[config.mk]
export PLATFORM = sky130hd
export DESIGN_NAME = blk_copy_seq
export DESIGN_NICKNAME = d
export VERILOG_FILES = /design/src/rtl/blk_copy_seq.sv
export SDC_FILE = /design/constraint.sdc
export NUM_CORES = 1
export LEC_CHECK = 0
export CORE_ASPECT_RATIO = 1.5
export CORE_MARGIN = 2
export CORE_UTILIZATION = 39
export DETAILED_ROUTE_END_ITERATION = 7
export PLACE_DENSITY = 0.77
export RECOVER_POWER = 25
export SLEW_MARGIN = 20
export SYNTH_ARGS = -nofsm -noshare
export SYNTH_HDL_FRONTEND = slang
export SYNTH_SLANG_ARGS = --single-unit
export TNS_END_PERCENT = 100
[constraint.sdc]
create_clock -name clk -period 1.6 [get_ports clk]
set_input_delay 0.48 -clock clk [delete_from_list [all_inputs] [get_ports clk]]
set_output_delay 0.48 -clock clk [all_outputs]
set_load 0.05 [all_outputs]
[src/rtl/blk_copy_seq.sv]
`default_nettype none
// ============================================================================
// Module   : blk_copy_seq
// Purpose  : Memory block-copy sequencer. While running it borrows the CPU
//            register file B-port and inc/dec controls, using register pairs
//            {r(n+1),r(n)} as 16-bit source / destination pointers that are
//            post-incremented after every memory access.
// Options  : BLK_COPY_DIR_EN - adds i_dir; i_dir=1 at start gives a
//            descending copy (rf_dec instead of rf_inc).
// Ports    : clk, rst_n            clock, async active-low reset
//            i_start/i_src_pair/i_dst_pair/i_count/i_abort  control
//            o_busy/o_done/o_err/o_aborted                  status
//            o_rf_own/o_rf_outb_sel/o_rf_inc/o_rf_dec       register-file side
//            i_rf_outb/i_rf_outc                            pointer bytes
//            o_mem_addr/o_mem_rd/o_mem_wr/o_mem_wdata/i_mem_rdata  memory
// Revision : 1.0 - initial release
// ============================================================================
module blk_copy_seq #(
  parameter int CNT_W  = 8,
  parameter int RD_LAT = 1
) (
  input  logic             clk,
  input  logic             rst_n,
  input  logic             i_start,
  input  logic [3:0]       i_src_pair,
  input  logic [3:0]       i_dst_pair,
  input  logic [CNT_W-1:0] i_count,
`ifdef BLK_COPY_DIR_EN
  input  logic             i_dir,
`endif
  input  logic             i_abort,
  output logic             o_busy,
  output logic             o_done,
  output logic             o_err,
  output logic             o_aborted,
  output logic             o_rf_own,
  output logic [3:0]       o_rf_outb_sel,
  output logic             o_rf_inc,
  output logic             o_rf_dec,
  input  logic [7:0]       i_rf_outb,
  input  logic [7:0]       i_rf_outc,
  output logic [15:0]      o_mem_addr,
  output logic             o_mem_rd,
  output logic             o_mem_wr,
  output logic [7:0]       o_mem_wdata,
  input  logic [7:0]       i_mem_rdata
);

  typedef enum logic [2:0] {
    S_IDLE = 3'd0,
    S_RD   = 3'd1,
    S_WAIT = 3'd2,
    S_WR   = 3'd3,
    S_NEXT = 3'd4,
    S_FIN  = 3'd5
  } state_t;

  // Index of the last WAIT cycle: read data is valid there.
  localparam logic [1:0] c_WAIT_LAST = 2'(RD_LAT - 1);

  state_t           r_state;
  state_t           w_state_nxt;
  logic [3:0]       r_src;
  logic [3:0]       r_dst;
  logic [CNT_W-1:0] r_cnt;
  logic [7:0]       r_data;
  logic [1:0]       r_wcnt;
  logic             r_abt_seen;
  logic             r_abt_exit;
  logic             r_done;
  logic             r_err;
  logic             r_aborted;
  logic             w_odd;
  logic             w_access;
  logic             w_desc;
  logic [CNT_W-1:0] w_cnt_dec;

  assign w_odd     = i_src_pair[0] | i_dst_pair[0];
  assign w_cnt_dec = r_cnt - CNT_W'(1);

`ifdef BLK_COPY_DIR_EN
  logic r_dir;
  assign w_desc = r_dir;
`else
  assign w_desc = 1'b0;
`endif

  // Pointer bytes come straight from the selected register pair.
  assign o_mem_addr = {i_rf_outc, i_rf_outb};
  assign o_done     = r_done;
  assign o_err      = r_err;
  assign o_aborted  = r_aborted;

  // State register
  always_ff @(posedge clk or negedge rst_n) begin
    if (!rst_n) begin
      r_state <= S_IDLE;
    end else begin
      r_state <= w_state_nxt;
    end
  end

  // Next state and state-decoded outputs
  always_comb begin
    w_state_nxt   = r_state;
    o_busy        = 1'b1;
    o_rf_outb_sel = 4'd0;
    o_mem_rd      = 1'b0;
    o_mem_wr      = 1'b0;
    o_mem_wdata   = 8'd0;
    w_access      = 1'b0;
    case (r_state)
      S_IDLE: begin
        o_busy = 1'b0;
        if (i_start && !w_odd) begin
          w_state_nxt = (i_count == '0) ? S_FIN : S_RD;
        end
      end
      S_RD: begin
        o_rf_outb_sel = r_src;
        o_mem_rd      = 1'b1;
        w_access      = 1'b1;
        w_state_nxt   = S_WAIT;
      end
      S_WAIT: begin
        if (r_wcnt == c_WAIT_LAST) begin
          w_state_nxt = S_WR;
        end
      end
      S_WR: begin
        o_rf_outb_sel = r_dst;
        o_mem_wr      = 1'b1;
        o_mem_wdata   = r_data;
        w_access      = 1'b1;
        w_state_nxt   = S_NEXT;
      end
      S_NEXT: begin
        // An abort arriving in this very cycle still counts for this byte.
        if ((w_cnt_dec == '0) || r_abt_seen || i_abort) begin
          w_state_nxt = S_FIN;
        end else begin
          w_state_nxt = S_RD;
        end
      end
      S_FIN: begin
        w_state_nxt = S_IDLE;
      end
      default: begin
        w_state_nxt = S_IDLE;
        o_busy      = 1'b0;
      end
    endcase
  end

  assign o_rf_own = o_busy;
  // Exactly one of inc/dec can be active during an access.
  assign o_rf_inc = w_access & ~w_desc;
  assign o_rf_dec = w_access &  w_desc;

  // Datapath and sticky status
  always_ff @(posedge clk or negedge rst_n) begin
    if (!rst_n) begin
      r_src      <= 4'd0;
      r_dst      <= 4'd0;
      r_cnt      <= '0;
      r_data     <= 8'd0;
      r_wcnt     <= 2'd0;
      r_abt_seen <= 1'b0;
      r_abt_exit <= 1'b0;
      r_done     <= 1'b0;
      r_err      <= 1'b0;
      r_aborted  <= 1'b0;
`ifdef BLK_COPY_DIR_EN
      r_dir      <= 1'b0;
`endif
    end else begin
      r_done <= 1'b0;
      if (r_state != S_IDLE && i_abort) begin
        r_abt_seen <= 1'b1;
      end
      case (r_state)
        S_IDLE: begin
          if (i_start) begin
            if (w_odd) begin
              // Rejected request: flag it and still hand back a done pulse.
              r_err  <= 1'b1;
              r_done <= 1'b1;
            end else begin
              r_src      <= i_src_pair;
              r_dst      <= i_dst_pair;
              r_cnt      <= i_count;
              r_err      <= 1'b0;
              r_aborted  <= 1'b0;
              r_abt_seen <= 1'b0;
              r_abt_exit <= 1'b0;
`ifdef BLK_COPY_DIR_EN
              r_dir      <= i_dir;
`endif
            end
          end
        end
        S_RD: begin
          r_wcnt <= 2'd0;
        end
        S_WAIT: begin
          r_wcnt <= r_wcnt + 2'd1;
          if (r_wcnt == c_WAIT_LAST) begin
            r_data <= i_mem_rdata;
          end
        end
        S_NEXT: begin
          r_cnt <= w_cnt_dec;
          // A run that finishes its count anyway is not reported as aborted.
          r_abt_exit <= (w_cnt_dec != '0) && (r_abt_seen || i_abort);
        end
        S_FIN: begin
          r_done <= 1'b1;
          if (r_abt_exit) begin
            r_aborted <= 1'b1;
          end
        end
        default: begin
          r_wcnt <= 2'd0;
        end
      endcase
    end
  end

endmodule
`default_nettype wire

## Word level (Yosys, flattened, before mapping)

Cells that the tools add are included.

- Register bits after elaboration: 34
- Bits in read-only memories: 0
- Logic and storage cells: 76
- Memories: 0
- RAM bits: 0
- Latch bits: 0

- Equal/unequal tests: 10
- Multiplexer cells: 27
- Reductions and logical operators: 24
- $lt $le $gt $ge: 0
- Bitwise operators: 2
- Shifts and indexed selects: 0
- $mul: 0
- Divide/modulo/power cells: 0
- Add/sub/neg operators: 2

Operators with widths:

| cell | count |
|---|---|
| $mux 8 | 3 |
| $logic_not 8->1 | 2 |
| $pmux 8 s2 | 1 |
| $pmux 3 s5 | 1 |
| $mux 1 | 13 |
| $mux 3 | 4 |
| $ne 2x2->1 const B | 5 |
| $pmux 4 s2 | 1 |
| $reduce_bool 8->1 | 1 |
| $sub 8x1->8 const B | 1 |
| $eq 3x2->1 const B | 2 |
| $eq 3x3->1 const B | 2 |
| $pmux 1 s2 | 3 |
| $reduce_and 2->1 | 3 |
| $reduce_and 3->1 | 2 |
| $reduce_or 5->1 | 1 |
| $pmux 2 s2 | 1 |
| $reduce_and 4->1 | 1 |
| $reduce_bool 2->1 | 2 |
| $eq 3x1->1 const B | 1 |
| $logic_and 1x1->1 | 3 |
| $logic_not 3->1 | 1 |
| $logic_or 1x1->1 | 3 |
| $reduce_bool 3->1 | 1 |
| other kinds (7) | 7 |

## Depth between registers and ports, before layout

- Depth after elaboration: 6
- Depth in mapped cells: 6

## Least setup slack after synthesis

No wires, ideal clock.

- Path kind: flip-flop to output port
- Start: register r_state[1]
- End: output o_rf_own
- Data required time: 1.120 ns
- Setup slack: -0.905 ns
- Cell stages (with the launch flop): 5
- Path buffers: 3
- Data arrival time: 2.025 ns
- Path through: dfrtp_1 > clkbuf_1 > clkbuf_1 > a21oi_1 > buf_4

- Cells in the longest elaborated chain, start to end: 3
- Elaborated cells between the ends (all ways): 7
- Classes of those cells: eq/ne: 5; mux: 1; reduce/logical: 1

RTL lines:

| item | RTL line | source |
|---|---|---|
| start: declaration | 61 | `state_t r_state;` |
| start signal: assignment | 99 | `r_state <= w_state_nxt;` |
| $eq 3x3->1 (tied with other cells) | 112 | `case (r_state)` |
| $reduce_or 5->1 (no line) * | -- |  |
| $mux 1 * | 112 |  |
| end: declaration | 36 | `output logic o_rf_own,` |

Every way passes the cells marked *; elsewhere a longest branch is shown, timed or not.

## Final worst setup path

- Start: register r_state[1]
- End: output o_rf_outb_sel[1]

- Cells in the longest elaborated chain, start to end: 2
- Elaborated cells between the ends (all ways): 3
- Classes of those cells: eq/ne: 2; mux: 1

RTL lines:

| item | RTL line | source |
|---|---|---|
| $eq 3x2->1 or $eq 3x1->1 (tied branches) | 112 |  |
| $pmux 4 s2 * | 112 |  |
| end: declaration | 37 | `output logic [3:0] o_rf_outb_sel,` |

Marks and branches as above.

==> run metrics <==
Die Span Y 91.39 um; total nets after synthesis 251; register clock-pin slew on the reported worst setup and hold paths 70 ps; Seq pwr share 23.0%; GR met1 Demand/Resource 21.54%; NetSw 0.003011 W; post-route cell area 3410 um2; final worst setup slack -274.7 ps; Peak VDD IR 0.0007345 V; final setup TNS -4183 ps; sw frac 42.66%; Die X 62.26 um; TritonCTS clock tree yes; Crit-path slowest cell dfrtp_2; crit start category flip-flop; starting density of the core 40.63%; average wire per standard cell 19.11 um; Primary FF master, synth dfrtp_1; crit path DAT 1390 ps; Total GRT Usage 21.40%; largest net degree at the start of global routing 35; vias in the first global route 1,973; DRC errors left 0; worst-case reg-to-reg path depth 6; post-synthesis sequential area ratio 42.85%; Total Routed Length 6573 um; Yosys warning count 0; DP Area 2915 um2; H-tree depth 2; max_slew headroom 44.34%; layout cells sized above 1 50.72%; hold_ws 487.4 ps; IO Count 81; WHS Path Cells 1; FMAX 533.4 MHz; crit end category primary output; # rows 31; Crit path depth 4; most frequent CP cell buf_12; ys async rst share 100.0%; antenna violations before repair 0; CTS Buf Count 5; Clk Tree Root Cell clkbuf_8; Max-cap violations 0; skew final 2.058 ps; most frequent cells in the layout 32 x buf_4, 31 x dfrtp_1, 24 x buf_12; Initial DRC Count 84; Yosys reg bits 34; Post-synth EDFFs 0; Mean Syn Cell Area 9.734 um2; Worst EP required 1120 ps; Final HPWL DP 3834 um; Area growth, synth to finish 71.71%; CP Class reg2out; Final Hold Fails 0; CP Cell Sequence buf_12, mux2i_4, nor2_4, buf_12; Power Density 2070 nW/um2; fin. max-slew vios 0; Comb pwr share 67.9%; largest delay contributor family on the critical path flip-flops; Via density 5.581; Routed Antenna Nets 0; GR peak layer met2; Fillers 319; RSZ-0062 raised after global routing yes; CP Max Fanout 7; Period minus WS final 1875 ps; failing checks negative setup slack; PortBufs 47; clock sinks 34; routing usage on met3 5.700%; met2 Resource Use GR 40.13%; Skew-Pair Late Insertion Delay 280 ps; ANT cells 0; CP Buf/Inv Count 2; Max Root-Sink Buffers 2; first drt pass iteration count 4; first-pass GRT wire length 9480 um; die area 5690 um2; routability cong. 0.8142; CORE AREA 4887 um2; clock share of power 9.1%; R2R setup slack -80 ps; status complete, but fails checks; Slew @ Worst Pin 834.9 ps; mapped cell area 1986 um2; Crit path largest cell delay 460 ps; nets 325; leading cell type in the layout, fill and taps excluded buf_4; Remaining Overflow, GRT 0; post-layout util 69.76%; Internal 0.004047 W; Hold Crit Class reg2reg; Vias 1,920; unique cell type count in the Yosys netlist 39; Leak 1.453 nW; Post-Syn Instances 204; crit share post-route 117.2%; # setup viols final 23
cells in the mapped netlist (all sizes together), types with 2 or more instances:
cell type | n | area share [%]
a21boi | 2 | 0.76
a21o | 2 | 0.76
a21oi | 15 | 3.8
a31oi | 2 | 0.63
and2 | 3 | 0.95
and3 | 10 | 3.2
and4 | 2 | 0.88
buf | 20 | 7.3
clkbuf | 7 | 1.3
dfrtp | 34 | 43
ha | 3 | 1.9
inv | 9 | 1.7
mux2 | 15 | 8.5
mux2i | 5 | 2.5
nand2 | 10 | 1.9
nand3 | 4 | 1.0
nor2 | 16 | 3.0
nor3 | 5 | 1.5
nor3b | 2 | 1.0
nor4 | 3 | 0.95
o21ai | 9 | 2.3
o221a | 4 | 2.3
o22a | 3 | 1.3
o22ai | 5 | 1.6
or2 | 2 | 0.63
or3 | 2 | 0.63
xnor2 | 2 | 0.88
through the flow:
step | total power [W] | setup slack [ps] | std cells
final | 0.007058 | -274.7 | 344
after floorplan | 0.003871 | -230.1 | 204
after global placement | 0.005099 | -380.6 | 323
after global routing | 0.007404 | -309.6 | 344
after detailed placement | 0.005219 | -480.6 | 323
after CTS | 0.006520 | -244.1 | 334
path summary, 6_finish.rpt:
check,from,endpoint
setup reg to reg,r_state[0]$_DFFE_PN0P_,r_abt_exit$_DFFE_PN0P_
min in group asynchronous,rst_n,r_data[5]$_DFFE_PN0P_
hold / removal,r_abt_exit$_DFFE_PN0P_,r_abt_exit$_DFFE_PN0P_
max in group asynchronous,rst_n,r_state[1]$_DFFE_PN0P_
hold reg to reg,r_abt_exit$_DFFE_PN0P_,r_abt_exit$_DFFE_PN0P_
setup / recovery,r_state[1]$_DFFE_PN0P_,o_rf_outb_sel[1]
layer usage:
layer  share of wire (%)  vias to the layer above  wire, um
met1                  36                      954      2392
li1                    -                      861         -
met3                 5.9                       18       385
met2                  55                       87      3620
met5                   0                        -         0
met4                 2.6                        0       174
power groups by stage:
| stage | clock network, W | logic [W] | registers, W |
|---|---|---|---|
| 3_3_place_gp | 0 | 0.00359 | 0.00151 |
| 5_1_grt | 0.000695 | 0.00505 | 0.00166 |
| 3_5_place_dp | 0 | 0.00368 | 0.00153 |
| 4_1_cts | 0.000649 | 0.00428 | 0.00159 |
| 2_1_floorplan | 0 | 0.00233 | 0.00154 |
| 6_report | 0.000644 | 0.00479 | 0.00162 |
registers in the layout (all words and copies together) (netlist names):
register / count
r_cnt: 8
r_data: 8
r_dst: 4
r_src: 4
r_state: 3
r_wcnt: 2
o_aborted: 1
o_done: 1
o_err: 1
r_abt_exit: 1
r_abt_seen: 1
cell type report:
class	count	area, um2	share of cell area (%)
Clock buffer	7	86.33	2.532
Inverter	9	40.04	1.174
Multi-Input combinational cell	134	1239	36.33
Sequential cell	34	854.6	25.06
Tap cell	66	82.58	2.422
Timing Repair Buffer	93	1100	32.26
Timing Repair inverter	1	7.507	0.2202
logic make-up (layout without fill, tap and decap cells):
logic type	after synthesis	in the layout	synth area share, %
AOI/OAI and AO/OA	46	46	15.19
xor gates and xnor gates	2	2	0.8823
adders and majority gates	3	3	1.891
buffers and inverters	36	110	10.33
DFF	34	34	42.85
muxes	20	20	11.03
other	1	1	0.1889
and+or+nand+nor	62	62	17.64
repair_timing:
action,CTS,global route
endpoints found under the setup margin,43,34
pin swaps,10,26
gates resized for setup,56,20
buffers inserted,3,10
hold buffers,0,0
gates cloned,1,1
(Power assumes the default switching activity.)
